<file path="src/rtl/mem_access.sv">
// mem_access: MEM-stage load/store unit with req/ack data bus, lane select and load extension; MEM_TIMEOUT_EN adds a WAIT timeout abort.
module mem_access #(
  parameter int TIMEOUT_CYCLES = 255
) (
  input  logic        clk,
  input  logic        rst,
  input  logic [4:0]  ex_wd,
  input  logic        ex_wreg,
  input  logic [31:0] ex_wdata,
  input  logic [31:0] ex_hi,
  input  logic [31:0] ex_lo,
  input  logic        ex_hilo,
  input  logic [3:0]  ex_memop,
  input  logic [31:0] ex_mem_addr,
  input  logic [31:0] ex_reg2,
  input  logic        flush,
  output logic        dbus_req,
  output logic        dbus_we,
  output logic [31:0] dbus_addr,
  output logic [3:0]  dbus_sel,
  output logic [31:0] dbus_wdata,
  input  logic        dbus_ack,
  input  logic [31:0] dbus_rdata,
  output logic        stallreq,
  output logic        bus_err,
  output logic [4:0]  mem_wd,
  output logic        mem_wreg,
  output logic [31:0] mem_wdata,
  output logic [31:0] mem_hi,
  output logic [31:0] mem_lo,
  output logic        mem_hilo
);
  typedef enum logic [1:0] {IDLE, WAIT, DONE} state_t;
  state_t state, state_n;
  logic [31:0] rdata_q, ld, rep;
  logic [7:0] lb;
  logic [15:0] lh;
  logic [3:0] sel_c;
  logic [1:0] a;
  logic flushed_q, to_err_q, timeout;
  logic is_load, is_store, is_mem, is_byte, is_half, is_word, misal, go;
  assign a        = ex_mem_addr[1:0];
  assign is_load  = ex_memop inside {4'd1, 4'd2, 4'd3, 4'd4, 4'd5};
  assign is_store = ex_memop inside {4'd6, 4'd7, 4'd8};
  assign is_mem   = is_load | is_store;
  assign is_byte  = ex_memop inside {4'd1, 4'd2, 4'd6};
  assign is_half  = ex_memop inside {4'd3, 4'd4, 4'd7};
  assign is_word  = ex_memop inside {4'd5, 4'd8};
  assign misal    = (is_half & a[0]) | (is_word & |a);
  assign go       = state == IDLE && is_mem && !flush && !misal;
  assign sel_c    = is_byte ? 4'b1000 >> a : is_half ? (a[1] ? 4'b0011 : 4'b1100) : 4'b1111;
  assign rep      = is_byte ? {4{ex_reg2[7:0]}} : is_half ? {2{ex_reg2[15:0]}} : ex_reg2;
  // lanes are big-endian: address offset 0 is the most significant byte
  assign lb = a == 2'd0 ? rdata_q[31:24] : a == 2'd1 ? rdata_q[23:16] : a == 2'd2 ? rdata_q[15:8] : rdata_q[7:0];
  assign lh = a[1] ? rdata_q[15:0] : rdata_q[31:16];
  assign ld = ex_memop == 4'd1 ? {{24{lb[7]}}, lb} :
              ex_memop == 4'd2 ? {24'd0, lb} :
              ex_memop == 4'd3 ? {{16{lh[15]}}, lh} :
              ex_memop == 4'd4 ? {16'd0, lh} : rdata_q;
`ifdef MEM_TIMEOUT_EN
  logic [7:0] cnt;
  assign timeout = state == WAIT && !dbus_ack && cnt == 8'(TIMEOUT_CYCLES - 1);
  always_ff @(posedge clk) begin
    if (rst) begin
      cnt      <= 8'd0;
      to_err_q <= 1'b0;
    end else begin
      cnt      <= (state == WAIT && state_n == WAIT) ? cnt + 8'd1 : 8'd0;
      to_err_q <= timeout;
    end
  end
`else
  assign timeout  = 1'b0;
  assign to_err_q = 1'b0;
`endif
  always_comb begin
    state_n    = state;
    dbus_req   = 1'b0;
    dbus_we    = 1'b0;
    dbus_addr  = 32'd0;
    dbus_sel   = 4'd0;
    dbus_wdata = 32'd0;
    stallreq   = 1'b0;
    bus_err    = 1'b0;
    mem_wd     = 5'd0;
    mem_wreg   = 1'b0;
    mem_wdata  = 32'd0;
    mem_hi     = 32'd0;
    mem_lo     = 32'd0;
    mem_hilo   = 1'b0;
    if (!rst) begin
      mem_wd    = ex_wd;
      mem_wdata = ex_wdata;
      mem_hi    = ex_hi;
      mem_lo    = ex_lo;
      case (state)
        IDLE: begin
          mem_wreg = ex_wreg & !flush & !is_mem;
          mem_hilo = ex_hilo & !flush & !is_mem;
          bus_err  = is_mem & !flush & misal;
          if (go) state_n = dbus_ack ? DONE : WAIT;
        end
        WAIT: begin
          if (dbus_ack) state_n = (flushed_q | flush) ? IDLE : DONE;
          else if (timeout) state_n = DONE;
        end
        DONE: begin
          mem_wdata = is_load ? ld : ex_wdata;
          mem_wreg  = ex_wreg & is_load & !flush & !to_err_q;
          mem_hilo  = ex_hilo & !flush;
          bus_err   = to_err_q;
          state_n   = IDLE;
        end
        default: state_n = IDLE;
      endcase
      dbus_req   = go | (state == WAIT);
      stallreq   = dbus_req;
      dbus_we    = dbus_req & is_store;
      dbus_addr  = dbus_req ? {ex_mem_addr[31:2], 2'b00} : 32'd0;
      dbus_sel   = dbus_req ? sel_c : 4'd0;
      dbus_wdata = (dbus_req & is_store) ? rep : 32'd0;
    end
  end
  always_ff @(posedge clk) begin
    if (rst) begin
      state     <= IDLE;
      rdata_q   <= 32'd0;
      flushed_q <= 1'b0;
    end else begin
      state     <= state_n;
      if (dbus_req && dbus_ack) rdata_q <= dbus_rdata;
      flushed_q <= state == WAIT && state_n == WAIT && (flushed_q | flush);
    end
  end
endmodule
</file>
<file path="config.mk">
export PLATFORM = sky130hd
export DESIGN_NAME = mem_access
export DESIGN_NICKNAME = d
export VERILOG_FILES = /design/src/rtl/mem_access.sv
export SDC_FILE = /design/constraint.sdc
export NUM_CORES = 1
export LEC_CHECK = 0
export ABC_AREA = 1
export BUFFER_PORTS_ARGS = -buffer_cell sky130_fd_sc_hd__buf_2
export CAP_MARGIN = 20
export CORE_AREA = 2 2 150 152
export DETAILED_ROUTE_END_ITERATION = 10
export DIE_AREA = 0 0 152 154
export GPL_TIMING_DRIVEN = 0
export PLACE_DENSITY = 0.52
export REMOVE_ABC_BUFFERS = 1
export SETUP_SLACK_MARGIN = 0.15
export SYNTH_ARGS = -nofsm -noshare
export SYNTH_HDL_FRONTEND = slang
export SYNTH_SLANG_ARGS = --single-unit
export TNS_END_PERCENT = 30
</file>
<file path="constraint.sdc">
create_clock -name clk -period 5.2 [get_ports clk]
set_input_delay 0.78 -clock clk [delete_from_list [all_inputs] [get_ports clk]]
set_output_delay 0.78 -clock clk [all_outputs]
set_load 0.01 [all_outputs]
</file>
==> results of run 1 <==
-- worst max path at each step --
stage	slack (ns)	cells past startpoint	end
finish	0.87	12	dbus_wdata[28]
global route	0.49	12	dbus_wdata[26]
CTS	0.81	12	dbus_wdata[28]
detailed placement	0.82	12	dbus_wdata[28]
global placement	-1.52	7	dbus_wdata[14]
floorplan	1.48	5	dbus_wdata[10]
-- routing by layer --
metal | wire [um] | vias to the layer above | share of wire | global-route usage
met3 | 1450 | 10 | 0.065 | 0.0403
met5 | 0 | - | 0 | 0
met4 | 160 | 0 | 0.0072 | 0.0258
met1 | 10400 | 2833 | 0.47 | 0.238
li1 | - | 3343 | - | -
met2 | 10200 | 256 | 0.46 | 0.305
-- cell usage in the layout, fill, tap and decap left out, drive strengths merged, types with 5 or more instances in the layout --
cell type / Yosys / routed
a21oi: 120 / 120
a31oi: 6 / 6
buf: 26 / 385
clkbuf: 34 / 5
dfxtp: 35 / 35
inv: 159 / 160
nand2: 150 / 150
nand3: 7 / 7
nand4: 34 / 34
nor2: 205 / 205
o211ai: 5 / 5
o21ai: 57 / 57
o22ai: 8 / 8
or2: 8 / 8
-- cell type report --
type,count,area (sq um),share of cell area
Clock buffer,5,125,0.0189
Clock inverter,3,46.3,0.00699
Inverter,162,609,0.0920
Multi-Input combinational cell,609,2780,0.420
Sequential cell,35,701,0.106
Tap cell,280,350,0.0529
Timing Repair Buffer,385,2010,0.303
-- report_power, final --
group / total [mW] / switching, mW / internal, mW / leakage [nW]
clock network: 0.364 / 0.136 / 0.228 / 0.0804
logic: 0.439 / 0.264 / 0.175 / 3.64
registers: 0.291 / 0.0104 / 0.281 / 0.284
-- cell families (layout without fill, tap and decap cells) --
logic type	after synthesis	after routing	share of synthesized area
AOI/OAI and AO/OA	198	198	0.234
buffers and inverters	222	555	0.206
DFF	35	35	0.160
other	1	2	0.000856
and+or+nand+nor	409	409	0.399
-- stage by stage --
step / utilization / TNS [ns] / worst slack, ns / cell area (sq um) / hold WS (ns)
after floorplan: - / 0 / 1.48 / 4090 / 0.452
after global placement: 0.292 / -75.17 / -1.52 / 6340 / 0.469
after detailed placement: 0.297 / 0 / 0.824 / 6440 / 0.476
after CTS: 0.305 / 0 / 0.814 / 6610 / 0.491
after global routing: 0.305 / 0 / 0.493 / 6620 / 0.532
final: 0.305 / 0 / 0.870 / 6620 / 0.494
-- state kept, by name, indices dropped and copies added (netlist names) --
name	cells
rdata_q	32
state	2
flushed_q	1
-- worst max-delay path: stages --
cell	delay, ns
buf_2	0.13
nor2_2	0.18
nand2_1	0.29
nand2_2	0.40
inv_1	0.24
nand2_1	0.42
clkinv_1	0.46
nand2_1	0.21
nand2_1	0.08
o21ai_0	0.07
a21oi_1	0.11
buf_2	0.16
==> flow_metrics.env, run 1 <==
export IMPL_netlist_instances=865
export IMPL_setup_worst_path_start_class="primary input"
export IMPL_wl_per_cell_um=15.0
export IMPL_r2r_slack_ns=3.05
export IMPL_yosysWarnings=0
export IMPL_worst_pin_slew_ns=0.626
export IMPL_ys_ff_latch=35
export IMPL_grt_max_degree=96
export IMPL_dp_cells=1470
export IMPL_antenna_cells=0
export IMPL_first_global_vias=6250
export IMPL_root_buffer="clkbuf_16"
export IMPL_fin_crit_sh=0.833
export IMPL_cts_buffers=5
export IMPL_worstPathArrival_ns=3.55
export IMPL_synth_top_area_share=0.172
export IMPL_nNetsFinal=1405
export IMPL_grt_first_pass_wirelength_um=34200
export IMPL_status="completed"
export IMPL_hold_violations=0
export IMPL_maxCapViolations=0
export IMPL_yosys_area_top_type="nor2_1"
export IMPL_antenna_left=0
export IMPL_initial_core_util=0.202
export IMPL_first_iter_violations=423
export IMPL_period_needed_ns=4.33
export IMPL_vias=6442
export IMPL_post_cts_setup_buffer_count=0
export IMPL_syn_mean_instance_area_sq_um=5.07
export IMPL_hp_class="reg -> reg"
export IMPL_die_x_um=152
export IMPL_rsz0062_at_grt="no"
export IMPL_fin_skew_ns=0.0116
export IMPL_stdcell_count=1479
export IMPL_finalSetupViolCount=0
export IMPL_fill_cells=2550
export IMPL_clock_latency_ns=0.29
export IMPL_dp_hpwl_um=17700
export IMPL_critPathRequiredTime_ns=4.42
export IMPL_portBuffers=379
export IMPL_r2r_cells=7
export IMPL_synthTopCellsByArea="nor2_1 17%, dfxtp_1 16%, a21oi_1 14%"
export IMPL_power_mw=1.09
export IMPL_synth_edf_count=0
export IMPL_min_to="rdata_q[31]"
export IMPL_hold_depth=2
export IMPL_cts_path_max_buffers=2
export IMPL_r2r_start="state[1]"
export IMPL_syn_cell_area_sq_mm=0.00438
export IMPL_htree_levels=2
export IMPL_antenna_found_initial=0
export IMPL_core_area_sq_mm=0.0217
export IMPL_max_freq_ghz=0.231
export IMPL_slew_viol_final=0
export IMPL_synth_most_common_cell="nor2_1"
export IMPL_p_leak_nw=4.01
export IMPL_synth_common_cells="201 x nor2_1, 158 x inv_1, 139 x nand2_1, 120 x a21oi_1, 54 x o21ai_0"
export IMPL_vias_per_cell=4.36
export IMPL_die_area_sq_mm=0.0234
export IMPL_power_density_mw_per_mm2=165
export IMPL_cts_tree="built"
export IMPL_die_h_um=154
export IMPL_ys_types=35
export IMPL_clock_sinks=35
export IMPL_yosys_most_used_dff="dfxtp_1"
export IMPL_finalWirelength_um=22200
export IMPL_drc=0
export IMPL_critPathKind="in -> out"
export IMPL_slew_limit_headroom=0.581
export IMPL_first_pass_iters=5
export IMPL_synth_async_reset_ratio=0
export IMPL_critPathCaptureType="primary output"
export IMPL_drive_gt1_frac=0.349
export IMPL_crit_start="ex_memop[2]"
export IMPL_rows=54
export IMPL_routabilityCongestion=0.780
export IMPL_hold_buffers=0
export IMPL_max_vdd_ir_drop_v=0.000125
export IMPL_min_delay_start="rdata_q[31]"
export IMPL_reg2reg_to="rdata_q[10]"
export IMPL_top_level_ports=382
export IMPL_grt_usage=0.180
export IMPL_clk_pin_slew_worst_paths_ns=0.06
export IMPL_ys_seq_area_frac=0.160
export IMPL_area_growth_pct=51.1
export IMPL_overflow=0
export IMPL_path_max_fanout=14
export IMPL_cts_resized=0
Power figures use the tool's default switching activity.
==> inputs of run 2 (changes only) <==
Clock period 5.2 ns to 4.53 ns, I/O delays scaled along.
==> run 2 against run 1 <==
Effect of this change: sequential cell count did not move; worst setup slack worse by 0.38 ns; total power increased by 15%; wire length barely moved; clock power grew 15%; critical path depth up 1; clock-buffer cell count unchanged; global-route usage unchanged; via count is the same; combinational power grew 15%; largest power group unchanged.
==> flow_metrics.env, run 2 (synthesized netlist as in run 1, its figures left out) <==
export IMPL_status="completed"
export IMPL_cts_buffers=5
export IMPL_dp_hpwl_um=17700
export IMPL_slew_limit_headroom=0.581
export IMPL_largest_reg_flops=32
export IMPL_grt_max_degree=96
export IMPL_die_x_um=152
export IMPL_mostFrequentLayoutCells="378 x buf_2, 201 x nor2_1, 157 x inv_1, 138 x nand2_1, 120 x a21oi_1"
export IMPL_die_area_sq_mm=0.0234
export IMPL_layout_area_seq_sq_um=701
export IMPL_hold_ws_ns=0.494
export IMPL_p_leak_nw=4.01
export IMPL_grt_usage=0.180
export IMPL_fin_crit_sh=0.893
export IMPL_fin_skew_ns=0.0116
export IMPL_post_cts_setup_buffer_count=0
export IMPL_drc=0
export IMPL_clk_pin_slew_worst_paths_ns=0.06
export IMPL_top_level_ports=382
export IMPL_worst_pin_slew_ns=0.626
export IMPL_first_iter_violations=423
export IMPL_rows=54
export IMPL_period_needed_ns=4.04
export IMPL_wl_per_cell_um=15.0
export IMPL_critPathKind="in -> out"
export IMPL_area_growth_pct=51.3
export IMPL_first_pass_iters=5
export IMPL_multi_input_area_sq_mm=0.00279
export IMPL_cts_tree="built"
export IMPL_top_regs="rdata_q x32, state x2, flushed_q x1"
export IMPL_final_common_cell="buf_2"
export IMPL_post_dp_cell_area_sq_mm=0.00644
export IMPL_die_h_um=154
export IMPL_critPathCaptureType="primary output"
export IMPL_finalSetupViolCount=0
export IMPL_setup_worst_path_start_class="primary input"
export IMPL_worstPathArrival_ns=3.37
export IMPL_utilization=0.306
export IMPL_grt_first_pass_wirelength_um=34200
export IMPL_cts_path_max_buffers=2
export IMPL_root_buffer="clkbuf_16"
export IMPL_slew_viol_final=0
export IMPL_critPathRequiredTime_ns=3.85
export IMPL_nNetsFinal=1405
export IMPL_path_max_fanout=28
export IMPL_fin_area_sq_mm=0.00663
export IMPL_clock_sinks=35
export IMPL_drive_gt1_frac=0.350
export IMPL_portBuffers=379
export IMPL_antenna_cells=0
export IMPL_fill_cells=2548
export IMPL_max_freq_ghz=0.247
export IMPL_overflow=0
export IMPL_maxCapViolations=0
export IMPL_vias=6442
export IMPL_regMostFlops="rdata_q"
export IMPL_antenna_left=0
export IMPL_initial_core_util=0.202
export IMPL_first_global_vias=6250
export IMPL_hold_violations=0
export IMPL_antenna_found_initial=0
export IMPL_rsz0062_at_grt="yes"
export IMPL_finalWirelength_um=22100
export IMPL_power_density_mw_per_mm2=190
export IMPL_routabilityCongestion=0.780
export IMPL_core_area_sq_mm=0.0217
export IMPL_max_vdd_ir_drop_v=0.000143
export IMPL_clock_latency_ns=0.29
export IMPL_vias_per_cell=4.36
export IMPL_hp_class="reg -> reg"
export IMPL_htree_levels=2
-- run 2: timing repair --
| action | 4_1_cts | 5_1_grt |
|---|---|---|
| resized for setup | 0 | 2 |
| endpoints found under the setup margin | 0 | 7 |
| endpoints found under the hold margin | 0 | 0 |
| hold buffers | 0 | 0 |
-- run 2: layout make-up --
cell class,count,share of cell area
Clock buffer,5,0.0189
Clock inverter,3,0.00699
Inverter,162,0.0925
Multi-Input combinational cell,609,0.420
Sequential cell,35,0.106
Tap cell,280,0.0529
Timing Repair Buffer,385,0.303
-- run 2: through the flow --
stage	setup WS [ns]	TNS, ns	power [mW]	cells
2_1_floorplan	1.02	0	0.586	806
3_3_place_gp	-1.99	-116.48	0.834	1465
3_5_place_dp	0.355	0	0.848	1470
4_1_cts	0.345	0	1.27	1478
5_1_grt	0.129	0	1.34	1479
6_report	0.485	0	1.26	1479
-- run 2: per-layer routing --
layer / global-route usage / up-vias / part of all wire
met1: 0.238 / 2829 / 0.47
met4: 0.0258 / 0 / 0.0072
met3: 0.0403 / 10 / 0.067
li1: - / 3344 / -
met2: 0.305 / 259 / 0.46
met5: 0 / - / 0
-- run 2: final timing paths --
path               startpoint            to  slack, ns  cells past startpoint
setup / recovery  ex_memop[2]  mem_wdata[8]       0.49                     13
hold / removal    rdata_q[31]   rdata_q[31]       0.49                      2
setup reg to reg     state[1]   rdata_q[10]       2.38                      7
hold reg to reg   rdata_q[31]   rdata_q[31]       0.49                      2
-- run 2: critical path: stages --
cell      delay, ns
buf_2          0.13
nor2_2         0.18
nand2_1        0.29
nand2_2        0.40
nor2_4         0.09
nand2_2        0.09
nand3_4        0.31
clkinv_2       0.34
nand2_4        0.20
inv_2          0.19
nand2_1        0.15
a21oi_1        0.14
buf_2          0.14
-- run 2: where the power goes --
group | switching [mW] | internal [mW] | total, mW | leakage (nW)
Sequential | 0.0120 | 0.322 | 0.334 | 0.284
Combinational | 0.303 | 0.202 | 0.505 | 3.64
Clock | 0.156 | 0.262 | 0.417 | 0.0804
